File: src/rtl/pipo_write_arbiter.sv
// Round-robin write arbiter for a shared DATA_W-bit parallel-in/parallel-out register.
// Grants one of two requesters, loads its word into q, then completes a four-phase req/ack handshake.
module pipo_write_arbiter #(
    parameter int DATA_W = 32,
    parameter int CNT_W  = 8
) (
    input  logic              clk,
    input  logic              rst_n,
    input  logic              req0,
    input  logic [DATA_W-1:0] data0,
    output logic              ack0,
    input  logic              req1,
    input  logic [DATA_W-1:0] data1,
    output logic              ack1,
    output logic [DATA_W-1:0] q,
    output logic              busy,
    output logic              grant_id,
    output logic [CNT_W-1:0]  wr_count
);

    // Handshake: a requester raises reqN with dataN stable and holds both until ackN
    // is seen high; it then drops reqN, and ackN falls on the edge that samples reqN low.
    typedef enum logic [1:0] {
        IDLE = 2'd0,
        LOAD = 2'd1,
        ACK  = 2'd2
    } state_t;

    state_t            state;
    logic              rr;
    logic [DATA_W-1:0] staged;
    logic              pick;
    logic              granted_req;

    always_comb begin
        pick = 1'b0;
        if (req0 && req1) begin
            pick = ~rr;
        end else if (req1) begin
            pick = 1'b1;
        end
        granted_req = grant_id ? req1 : req0;
    end

    always_ff @(posedge clk or negedge rst_n) begin
        if (!rst_n) begin
            state    <= IDLE;
            rr       <= 1'b1;
            staged   <= '0;
            q        <= '0;
            ack0     <= 1'b0;
            ack1     <= 1'b0;
            busy     <= 1'b0;
            grant_id <= 1'b0;
            wr_count <= '0;
        end else begin
            case (state)
                IDLE: begin
                    if (req0 || req1) begin
                        grant_id <= pick;
                        staged   <= pick ? data1 : data0;
                        busy     <= 1'b1;
                        state    <= LOAD;
                    end
                end
                LOAD: begin
                    q     <= staged;
                    state <= ACK;
                end
                ACK: begin
                    // A requester that dropped req early still gets its load; we just exit here.
                    if (!granted_req) begin
                        ack0     <= 1'b0;
                        ack1     <= 1'b0;
                        rr       <= grant_id;
                        wr_count <= wr_count + CNT_W'(1);
                        busy     <= 1'b0;
                        state    <= IDLE;
                    end else begin
                        ack0 <= ~grant_id;
                        ack1 <= grant_id;
                    end
                end
                default: begin
                    state <= IDLE;
                    busy  <= 1'b0;
                    ack0  <= 1'b0;
                    ack1  <= 1'b0;
                end
            endcase
        end
    end

endmodule

File: config.mk
export PLATFORM = sky130hd
export DESIGN_NAME = pipo_write_arbiter
export DESIGN_NICKNAME = d
export VERILOG_FILES = /design/src/rtl/pipo_write_arbiter.sv
export SDC_FILE = /design/constraint.sdc
export NUM_CORES = 1
export LEC_CHECK = 0
export CAP_MARGIN = 20
export CELL_PAD_IN_SITES_DETAIL_PLACEMENT = 1
export CELL_PAD_IN_SITES_GLOBAL_PLACEMENT = 1
export CORE_MARGIN = 2
export CORE_UTILIZATION = 41
export CTS_CLUSTER_DIAMETER = 50
export DETAILED_ROUTE_END_ITERATION = 8
export PLACE_DENSITY = 0.86
export SLEW_MARGIN = 20
export SYNTH_ARGS = -nofsm -noshare
export SYNTH_HDL_FRONTEND = slang
export SYNTH_SLANG_ARGS = --single-unit
export TNS_END_PERCENT = 10
File: constraint.sdc
create_clock -name clk -period 2.3 [get_ports clk]
set_input_delay 0.23 -clock clk [delete_from_list [all_inputs] [get_ports clk]]
set_output_delay 0.23 -clock clk [all_outputs]
set_load 0.01 [all_outputs]
* After elaboration in Yosys (flattened, before gate mapping)
Cells that the tools add are included.
** Word-level totals
- Register bits after elaboration :: 79
- Input port bits :: 68
- Output and inout port bits :: 44
- Logic and storage cells :: 40
** Cells by class
- Add/sub/neg operators :: 1
- Equal/unequal tests :: 4
- Muxes and demuxes :: 14
- Bitwise logic cells :: 4
- Reduce and logical (&&, ||, !) cells :: 8
** Operators with widths (number)
- $mux W32 :: 1
- $add A8 B1 Y8 const B :: 1
- $mux W1 :: 7
- $pmux W2 S3 :: 1
- $reduce_and A2 Y1 :: 3
- $mux W2 :: 2
- $ne A2 B2 Y1 const B :: 2
- $not A1 Y1 :: 4
- $pmux W1 S2 :: 2
- $pmux W1 S3 :: 1
- $reduce_and A3 Y1 :: 1
- $eq A2 B1 Y1 const B :: 1
- $eq A2 B2 Y1 const B :: 1
- $logic_not A2 Y1 :: 1
- $reduce_or A2 Y1 :: 1
- $logic_and A1 B1 Y1 :: 1
- $logic_or A1 B1 Y1 :: 1

* Depth between registers and ports, before layout
- Word-level depth :: 3
- Gate-level depth with buffers :: 5
- Depth with buffers taken out :: 4

* Worst setup path before layout
No wires, ideal clock.
- Path kind :: register to register
- From :: register grant_id
- To :: register wr_count[7]
- Setup time :: 124 ps
- Data arrival time :: 1440 ps
- Data required time :: 2176 ps
- Setup slack :: 736 ps
- Stages on the path, launching flop included :: 4
- Path buffers :: 0
- Period minus slack after synthesis :: 1564 ps
- Cells stage by stage :: dfrtp_1 > mux2_2 > or4b_1 > xnor2_1
** Between the ends
- Word-level cells in the longest chain between the ends :: 3
** RTL lines
- start, declared :: RTL line 17 : output logic grant_id,
- start signal, assigned :: RTL line 60 : grant_id <= pick;
- $mux W1 :: RTL line 42 : granted_req = grant_id ? req1 : req0;
- $not A1 Y1 (no source line)
- $reduce_and A2 Y1 (no source line)
- end signal, assigned :: RTL line 76 : wr_count <= wr_count + CNT_W'(1);
- end, declared :: RTL line 18 : output logic [CNT_W-1:0] wr_count
Every way passes these cells.
A chain may end at the register's enable or synchronous reset.

* Worst setup path in the final report
- From :: register rr
- To :: register staged[14]
** Between the ends
- Word-level cells in the longest chain between the ends :: 3
** RTL lines
- start, declared :: RTL line 30 : logic rr;
- start signal, assigned :: RTL line 75 : rr <= grant_id;
- $not A1 Y1 :: RTL line 38 : pick = ~rr;
- $mux W1 :: RTL line 37 : if (req0 && req1) begin
- $mux W32 :: RTL line 61 : staged <= pick ? data1 : data0;
- end signal, assigned :: RTL line 61
- end, declared :: RTL line 31 : logic [DATA_W-1:0] staged;
Every way passes these cells.

==> qor.csv <==
metric,value,unit
postCtsHoldBufs,1,
holdWs,431,ps
power_density,1290,mW/mm^2
drt_iter0_drc,42,
first_global_vias,2690,
syn-num-nets,296,
ys_seq_area_share,53.9,%
vias,2300,
hold_viol,0,
numCtsBuffers,9,
cp-end-kind,flop,
maxSlewHeadroom,63.2,%
required,2510,ps
cts-resized-gates,0,
grt_max_degree,41,
dp_hpwl,6130,um
ios,112,
synth_seq_cells,79,
yosys_warnings,0,
start_util,42.3,%
dp_cells,442,
core,0.00868,sq mm
worst_pin_slew,552,ps
netlist_instances,227,
htreeDepth,3,
worstPathMaxFanout,16,
port_buffers,111,
worstSetupStartpointType,flop,
cts_setup_buffers,0,
drt-total-wl,8310,um
nFillCells,843,
grt_usage,18.1,%
areaGrowthSynthToFinish,38.7,%
hp-class,in -> async,
place_congestion,0.750,
worstPathArrival,1960,ps
fin_cells,459,
rsz0062_at_grt,no,
synth_top_cells_by_area,"dfrtp_1 (53%), mux2_4 (23%), mux2_2 (13%)",
setup_violations,0,
path_clk_slew,80,ps
die_x,98.6,um
period_share,76.4,%
cap_violations,0,
yosys.area.top_type,dfrtp_1,
synth_edf_count,0,
mappedNetlistArea,0.00367,sq mm
tns,0,ps
die_h,98.6,um
antenna_left,0,
grt_pass1_wl,14000,um
root_buffer,clkbuf_8,
drc,0,
yosysTopAreaCellShare,53.2,%
gr-total-overflow,0,
cts.sinks,79,
worst_clock_skew,9.85,ps
reg2reg_depth,4,
antenna_found_initial,0,
async_reset_ff_share,100,%
cts_max_path_buffers,2,
synth_ff_type,dfrtp_1,
fin_crit,1760,ps
diodes,0,
ys_types,33,
dr.pass1.iters,4,
slew_violations,0,
syn_area_per_cell,16.2,sq um
outcome,completed,
clk-insertion-delay-late,330,ps
leakagePower,0.00224,uW
vias_per_cell,5.01,
clock.fmax,0.569,GHz
drive_gt1_share,35.3,%
dieArea,0.00972,sq mm
finalNetCount,415,
critical_path_class,reg -> reg,
ir_drop,0.560,mV
cts_tree,done,
std_cell_rows,34,
wire_per_inst,18.1,um
==> state kept, by name, indices dropped and copies added, names as in the netlist <==
register and count:
state 2, q 32, wr_count 8, staged 32, rr 1, grant_id 1, ack0 1, ack1 1
busy 1
==> critical path, stage by stage, from the launching register on <==
cell,delay (ps)
dfstp_2,540
a21bo_2,170
buf_4,310
mux2_4,340
mux2_4,260
==> placed cells by master (no fill, tap or decap), types with 2 or more instances in the layout <==
master and count:
xnor2_1 5, nor2_1 2, o2bb2ai_1 2, mux2_2 42, o21ai_0 3, clkbuf_8 10, clkinv_2 3, nor3_1 2
clkbuf_1 2, mux2_4 56, nand2_1 3, clkdlybuf4s50_1 110, nand3_1 2, inv_1 3, buf_4 6, buf_12 2
xor2_1 2, dfrtp_1 78
==> logic make-up (layout without fill, tap and decap cells) <==
| logic type | Yosys count | after routing | share of synthesized area (%) |
|---|---|---|---|
| DFF | 79 | 79 | 53.9 |
| xor gates and xnor gates | 7 | 7 | 1.67 |
| adders and majority gates | 1 | 1 | 0.341 |
| and+or+nand+nor | 19 | 19 | 3.24 |
| AOI/OAI and AO/OA | 8 | 8 | 1.64 |
| buffers and inverters | 14 | 138 | 3.10 |
| muxes | 99 | 99 | 36.1 |
==> where the power goes <==
part / switching [uW] / internal (uW)
Clock: 475 / 528
Combinational: 1070 / 1920
Sequential: 461 / 2100
==> metal layers <==
metal	GRT usage, %	vias up	routed length (um)
li1	-	1046	-
met1	22.1	1188	3430
met2	33.1	61	4400
met3	3.40	5	407
met4	4.43	0	68
met5	0	-	0
==> area by class of cell <==
class	count	area, sq um	share of cell area (%)
clock buffers	12	145	2.85
well taps	108	135	2.65
repair buffers	119	1200	23.5
flip-flops and latches	79	1980	38.9
inverters	3	11.3	0.221
multi-input cells	134	1580	31.0
clock inverters	4	45.0	0.885
==> stage by stage <==
stage	power [uW]	instance area (sq um)	utilization, %	worst slack, ps
2_1_floorplan	4320	3670	-	736
3_3_place_gp	5460	4890	56.3	335
3_5_place_dp	5630	4890	56.3	260
4_1_cts	6660	5090	58.7	533
5_1_grt	6980	5090	58.7	490
6_report	6560	5090	58.7	543
==> synthesized netlist by cell type, drive strengths merged (2+ instances only) <==
library cell / n
o21ai: 3
o2bb2ai: 2
inv: 3
nand3: 2
nand2: 4
xnor2: 5
nor3: 3
mux2: 98
xor2: 2
buf: 10
nor2: 2
dfrtp: 78
==> worst paths after layout <==
path	endpoint	startpoint	slack, ps
min in group clk	wr_count[7]$_DFFE_PN0P_	wr_count[7]$_DFFE_PN0P_	500
hold / removal	wr_count[4]$_DFFE_PN0P_	rst_n	430
max in group asynchronous	rr$_DFFE_PN1P_	rst_n	1190
hold reg to reg	wr_count[7]$_DFFE_PN0P_	wr_count[7]$_DFFE_PN0P_	500
setup reg to reg	staged[14]$_DFFE_PN0P_	rr$_DFFE_PN1P_	540
setup / recovery	staged[14]$_DFFE_PN0P_	rr$_DFFE_PN1P_	540
No activity file was read; power rests on OpenSTA's default activity.
